**config.mk**
```make
export PLATFORM = sky130hd
export DESIGN_NAME = regfile_dump
export DESIGN_NICKNAME = d
export VERILOG_FILES = /design/src/rtl/regfile_pkg.sv /design/src/rtl/regfile_dump_ctrl.sv /design/src/rtl/regfile_dump.sv
export SDC_FILE = /design/constraint.sdc
export NUM_CORES = 2
export LEC_CHECK = 0
export ABC_AREA = 0
export ABC_CLOCK_PERIOD_IN_PS = 2350
export BUFFER_PORTS_ARGS = -buffer_cell sky130_fd_sc_hd__buf_2
export CELL_PAD_IN_SITES_DETAIL_PLACEMENT = 0
export CELL_PAD_IN_SITES_GLOBAL_PLACEMENT = 1
export CORE_ASPECT_RATIO = 1.25
export CORE_MARGIN = 2
export CORE_UTILIZATION = 35
export CTS_CLUSTER_DIAMETER = 120
export DETAILED_ROUTE_END_ITERATION = 10
export GPL_ROUTABILITY_DRIVEN = 0
export GPL_TIMING_DRIVEN = 0
export PLACE_DENSITY_LB_ADDON = 0.05
export SLEW_MARGIN = 15
export SYNTH_ARGS = -nofsm -noshare
export SYNTH_HDL_FRONTEND = slang
export SYNTH_SLANG_ARGS = --single-unit
export TNS_END_PERCENT = 20
```
**constraint.sdc**
```tcl
create_clock -name clk -period 2.35 [get_ports clk]
set_input_delay 0 -clock clk [delete_from_list [all_inputs] [get_ports clk]]
set_output_delay 0 -clock clk [all_outputs]
set_load 0.05 [all_outputs]
```
**src/rtl/regfile_pkg.sv**
```systemverilog
// Shared constants for the register file and its UART dump engine.
package regfile_pkg;

    localparam int UART_W   = 8;
    localparam int REG_ZERO = 0;

    typedef enum logic [2:0] {
        IDLE      = 3'd0,
        LOAD      = 3'd1,
        WAIT_TX   = 3'd2,
        SEND      = 3'd3,
        WAIT_BUSY = 3'd4,
        NEXT      = 3'd5
    } dump_state_t;

endpackage

```
**src/rtl/regfile_dump_ctrl.sv**
```systemverilog
// Dump engine: walks a register range, snapshots each word and streams it MSB-first
// to the UART over a valid/busy handshake.
module regfile_dump_ctrl
    import regfile_pkg::*;
#(
    parameter int ADDR_BUS_WIDTH = 5,
    parameter int DATA_BUS_WIDTH = 32
) (
    input  logic                      clk,
    input  logic                      rst,
    input  logic                      dump_start,
    input  logic [ADDR_BUS_WIDTH-1:0] dump_first,
    input  logic [ADDR_BUS_WIDTH-1:0] dump_last,
    input  logic                      tx_busy,
    input  logic [DATA_BUS_WIDTH-1:0] rd_data,
    output logic [ADDR_BUS_WIDTH-1:0] rd_addr,
    output logic                      dump_busy,
    output logic                      dump_done,
    output logic [UART_W-1:0]         tx_data,
    output logic                      tx_valid
);

    localparam int BYTES = DATA_BUS_WIDTH / UART_W;
    localparam int BCW   = (BYTES > 1) ? $clog2(BYTES) : 1;
    localparam logic [BCW-1:0] LAST_BYTE = BCW'(BYTES - 1);

    dump_state_t               state;
    logic [ADDR_BUS_WIDTH-1:0] idx;
    logic [ADDR_BUS_WIDTH-1:0] last;
    logic [BCW-1:0]            byte_cnt;
    logic [DATA_BUS_WIDTH-1:0] snapshot;
    logic [DATA_BUS_WIDTH-1:0] shifted;
    logic                      skip;

    assign rd_addr = idx;
    // Byte byte_cnt counted from the MSB ends up in the top byte lane.
    assign shifted = snapshot << {byte_cnt, 3'b000};

    always_ff @(posedge clk) begin
        if (rst) begin
            state     <= IDLE;
            idx       <= '0;
            last      <= '0;
            byte_cnt  <= '0;
            snapshot  <= '0;
            skip      <= 1'b0;
            tx_valid  <= 1'b0;
            tx_data   <= '0;
            dump_busy <= 1'b0;
            dump_done <= 1'b0;
        end else begin
            tx_valid  <= 1'b0;
            dump_done <= 1'b0;
            case (state)
                IDLE: begin
                    if (dump_start) begin
                        idx  <= dump_first;
                        last <= dump_last;
                        if (dump_first > dump_last) begin
                            dump_done <= 1'b1;
                        end else begin
                            dump_busy <= 1'b1;
                            state     <= LOAD;
                        end
                    end
                end
                LOAD: begin
                    snapshot <= rd_data;
                    byte_cnt <= '0;
                    state    <= WAIT_TX;
                end
                WAIT_TX: begin
                    if (!tx_busy) begin
                        tx_valid <= 1'b1;
                        tx_data  <= shifted[DATA_BUS_WIDTH-1 -: UART_W];
                        state    <= SEND;
                    end
                end
                SEND: begin
                    skip  <= 1'b1;
                    state <= WAIT_BUSY;
                end
                WAIT_BUSY: begin
                    // UART raises busy only one cycle after the strobe.
                    if (skip)
                        skip <= 1'b0;
                    else if (!tx_busy)
                        state <= NEXT;
                end
                NEXT: begin
                    if (byte_cnt < LAST_BYTE) begin
                        byte_cnt <= byte_cnt + 1'b1;
                        state    <= WAIT_TX;
                    end else if (idx == last) begin
                        dump_done <= 1'b1;
                        dump_busy <= 1'b0;
                        state     <= IDLE;
                    end else begin
                        idx   <= idx + 1'b1;
                        state <= LOAD;
                    end
                end
                default: state <= IDLE;
            endcase
        end
    end

endmodule

```
**src/rtl/regfile_dump.sv**
```systemverilog
// Parametrised register file with a UART dump engine. Define REGFILE_BYPASS_EN to
// forward a same-cycle write onto the read ports and the dump snapshot port.
module regfile_dump
    import regfile_pkg::*;
#(
    parameter int ADDR_BUS_WIDTH = 5,
    parameter int DATA_BUS_WIDTH = 32,
    parameter int DEBUG_REG      = 4
) (
    input  logic                      clk,
    input  logic                      rst,
    input  logic [ADDR_BUS_WIDTH-1:0] addr1,
    input  logic [ADDR_BUS_WIDTH-1:0] addr2,
    input  logic [ADDR_BUS_WIDTH-1:0] addr3,
    input  logic [DATA_BUS_WIDTH-1:0] write_data,
    input  logic                      write_en,
    output logic [DATA_BUS_WIDTH-1:0] read_data1,
    output logic [DATA_BUS_WIDTH-1:0] read_data2,
    output logic [UART_W-1:0]         debug_word,
    input  logic                      dump_start,
    input  logic [ADDR_BUS_WIDTH-1:0] dump_first,
    input  logic [ADDR_BUS_WIDTH-1:0] dump_last,
    output logic                      dump_busy,
    output logic                      dump_done,
    output logic [UART_W-1:0]         tx_data,
    output logic                      tx_valid,
    input  logic                      tx_busy
);

    localparam int DEPTH = 2 ** ADDR_BUS_WIDTH;
    localparam logic [ADDR_BUS_WIDTH-1:0] ZERO_IDX = ADDR_BUS_WIDTH'(REG_ZERO);
    localparam logic [ADDR_BUS_WIDTH-1:0] DBG_IDX  = ADDR_BUS_WIDTH'(DEBUG_REG);

    logic [DATA_BUS_WIDTH-1:0] regs [DEPTH];
    logic [ADDR_BUS_WIDTH-1:0] addr_dump;
    logic [DATA_BUS_WIDTH-1:0] read_dump;

    always_ff @(posedge clk) begin
        if (rst) begin
            for (int i = 0; i < DEPTH; i++)
                regs[i] <= '0;
        end else if (write_en && addr3 != ZERO_IDX) begin
            regs[addr3] <= write_data;
        end
    end

    function automatic logic [DATA_BUS_WIDTH-1:0] rd_port(input logic [ADDR_BUS_WIDTH-1:0] a,
                                                          input logic [DATA_BUS_WIDTH-1:0] stored);
`ifdef REGFILE_BYPASS_EN
        if (a == ZERO_IDX)                   return '0;
        else if (write_en && addr3 == a)     return write_data;
        else                                 return stored;
`else
        if (a == ZERO_IDX)                   return '0;
        else                                 return stored;
`endif
    endfunction

    assign read_data1 = rd_port(addr1, regs[addr1]);
    assign read_data2 = rd_port(addr2, regs[addr2]);
    assign read_dump  = rd_port(addr_dump, regs[addr_dump]);
    assign debug_word = regs[DBG_IDX][UART_W-1:0];

    regfile_dump_ctrl #(
        .ADDR_BUS_WIDTH (ADDR_BUS_WIDTH),
        .DATA_BUS_WIDTH (DATA_BUS_WIDTH)
    ) u_ctrl (
        .clk        (clk),
        .rst        (rst),
        .dump_start (dump_start),
        .dump_first (dump_first),
        .dump_last  (dump_last),
        .tx_busy    (tx_busy),
        .rd_data    (read_dump),
        .rd_addr    (addr_dump),
        .dump_busy  (dump_busy),
        .dump_done  (dump_done),
        .tx_data    (tx_data),
        .tx_valid   (tx_valid)
    );

endmodule

```
==> run_results.csv <==
group,metric,value,unit
power_and_ir_drop,vdd_drop_max,0.668,mV
sta,fin_worst_skew,32.0,ps
route,drtIter0Drc,4874,
yosys,synth_ff_type,"edfxtp_1",
critical_path,critPathLaunchType,"primary input",
critical_path,crit_path_max_fanout,10,
clocking,cts_tree,"built",
final_layout,final_util,42.1,%
final_layout,synthToLayoutAreaGrowth,19.5,%
placed_design,dp_hpwl,248000,um
sta,slew_headroom,5.21,%
placed_design,dp_cells,7078,
worst_hold_path,hp-class,"in -> reg",
sta,drv_slew,0,
critical_path,cp.required,2350,ps
placed_design,post-place-ws,-1740,ps
floorplan,start_util,35.3,%
power_and_ir_drop,p_leak,26.2,nW
sta,hold_violations,0,
yosys,synthArstFlopShare,0,%
floorplan,die_h,488,um
yosys,ys_types,54,
grt,use_met2,54.3,%
grt,grt_pass1_wl,423000,um
floorplan,rows,177,
yosys,synth_top_cell_by_area,"edfxtp_1",
sta,max_slew.worst_pin.slew,1420,ps
clocking,cts_root_buf,"clkbuf_16",
yosys,seq_area_frac_synth,48.8,%
yosys,avgSynthCellArea,14.9,um^2
route,viasPerCell,6.11,
final_layout,fin_nets,4872,
route,ant_nets,0,
yosys,ys_top_cells_by_area,"edfxtp_1 (47%), mux4_2 (26%), and2_1 (9.5%), mux2i_1 (4.0%), dfxtp_1 (2.0%)",
final_layout,regArea,32000,um^2
grt,grtUsageMet3,6.09,%
floorplan,chipWidth,391,um
final_layout,drive_gt1_share,34.7,%
yosys,ys.warnings.count,0,
floorplan,dieArea,191000,um^2
outcome,outcome,"finished, violations left",
final_layout,multiInputGateArea,33100,um^2
sta,setup_viol,501,
route,first_pass_iters,5,
sta,fin_crit,2980,ps
grt,gr-total-overflow,0,
floorplan,num_io_pins,145,
yosys,netlist_area,65700,um^2
grt,gr-max-usage-layer,"met2",
yosys,synth_seq_cells,1088,
critical_path,endpoint_kind,"output port",
clocking,numCtsBuffers,134,
power_and_ir_drop,power_density,860,nW/um^2
sta,fmax,0.335,GHz
outcome,violations,"negative setup slack",
route,vias,45300,
power_and_ir_drop,total_power,67.5,mW
yosys,synth.most_common_cell,"edfxtp_1",
route,route.detailed.drc,0,
critical_path,arrival,2980,ps
grt,grtUsageMet1,39.7,%
final_layout,nFillCells,17100,
sta,worst_slack,-633,ps
yosys,synth_edf_count,1024,
floorplan,fp.coreArea,186000,um^2
route,wire_per_inst,43.8,um
placed_design,port_buffers,133,
sta,fin_crit_sh,127,%
grt,grt_max_degree,33,
yosys,synthDominantCellAreaShare,46.8,%
clocking,cts.path.max_buffers,3,
clocking,insertion_delay,830,ps
final_layout,post_layout_nonfiller_instances,7423,
clocking,cts_max_level,4,
route,wirelength,325000,um
sta,rsz0062_at_grt,"true",
grt,antenna_found_initial,8,
grt,first_global_vias,46100,
grt,grt_use_total,34.0,%
yosys,synth_cells,4404,
yosys,yosys-top-cells-count,"edfxtp_1 (1024), and2_1 (995), mux4_2 (744), clkbuf_1 (304), mux2i_1 (261)",
critical_path,path_class,"in -> out",
job,drv_cap,0,
clocking,clk_pin_slew,60,ps
clocking,cts_sinks,1088,
==> critical path, cell delays in order <==
cell and delay, ps:
clkbuf_2 490, or3_1 480, clkbuf_1 890, o221ai_1 320
a221oi_4 530, buf_6 240
==> cell type report <==
type,count,share of cell area (%)
sequential,1088,40.8
buffer,496,4.04
tap,2506,3.99
clock inverter,64,0.797
timing repair buffer,232,2.89
multi-input combinational,2774,42.1
antenna,8,0.0255
clock buffer,179,4.76
inverter,76,0.540
==> worst paths after layout <==
check,endpoint,depth (start not counted),slack [ps],start
setup / recovery,read_data2[14],6,-630,addr2[2]
hold / removal,regs[6][6],3,50,write_data[6]
setup reg to reg,u_ctrl.snapshot[26],8,-190,register
hold reg to reg,u_ctrl.tx_data[5],2,450,u_ctrl.tx_data[5]
==> kinds of logic (layout without fill, tap and decap cells) <==
kind of cell	Yosys count	after routing	share of synthesized area (%)
AND/OR/NAND/NOR	1263	1263	11.6
flip-flops	1088	1088	48.8
buffers and inverters	573	1047	4.18
XOR/XNOR	7	7	0.0934
adder cells (fa/ha/maj)	8	8	0.152
AO/OA/AOI/OAI	427	427	5.14
other	1	40	0.00571
multiplexers	1037	1037	30.0
==> cell usage in the layout, fill, tap and decap left out, drive strengths merged, types with 11 or more instances in the layout <==
cell,netlist,final
a2111oi,32,32
a211oi,66,66
a21oi,22,22
a221oi,65,65
a22oi,33,33
and2,995,995
buf,193,373
bufinv,0,11
clkbuf,304,480
clkinv,65,99
conb,1,32
dfxtp,64,64
dlygate4sd3,0,51
edfxtp,1024,1024
inv,11,30
mux2,32,32
mux2i,261,261
mux4,744,744
nand2,34,34
nor2,88,88
nor2b,39,39
o21ai,70,70
o221ai,64,64
o22ai,64,64
or2,31,31
or3,40,40
==> state kept, by name, summed over array words and instances (netlist names), named ones only <==
signal,cells
u_ctrl.state,3
u_ctrl.tx_valid,1
u_ctrl.snapshot,32
u_ctrl.rd_addr,5
u_ctrl.dump_busy,1
u_ctrl.dump_done,1
regs,1024
u_ctrl.last,5
u_ctrl.tx_data,8
u_ctrl.byte_cnt,2
u_ctrl.skip,1
==> where the power goes <==
part	total (mW)	switching (mW)	internal [mW]
clock	21.4	9.03	12.4
combinational	22.5	14.2	8.36
sequential	23.6	1.12	22.4
total	67.5	24.3	43.2
==> metrics by stage <==
step | setup TNS (ps) | cell area (um^2) | hold WS (ps)
after floorplan | -918 | 65800 | 147
after global placement | -1706190 | 69600 | 256
after detailed placement | -1641590 | 69700 | 262
after CTS | -151950 | 78000 | 8.50
after global routing | -51350 | 78500 | 78.2
final | -58830 | 78500 | 52.9
==> per-layer routing <==
| metal | up-vias | part of all wire (%) |
|---|---|---|
| li1 | 18300 | - |
| met4 | 4 | 11 |
| met3 | 696 | 6.5 |
| met1 | 24100 | 36 |
| met2 | 2223 | 47 |
| met5 | - | 0.0092 |
==> what timing repair did <==
action / CTS / global route
endpoints found under the setup margin: 1037 / 936
hold buffers: 51 / 0
resized for setup: 699 / 103
setup buffers: 33 / 4
pin swaps: 88 / 20
hold endpoints to repair: 219 / 0
gates cloned: 6 / 0
Power figures use the tool's default switching activity.
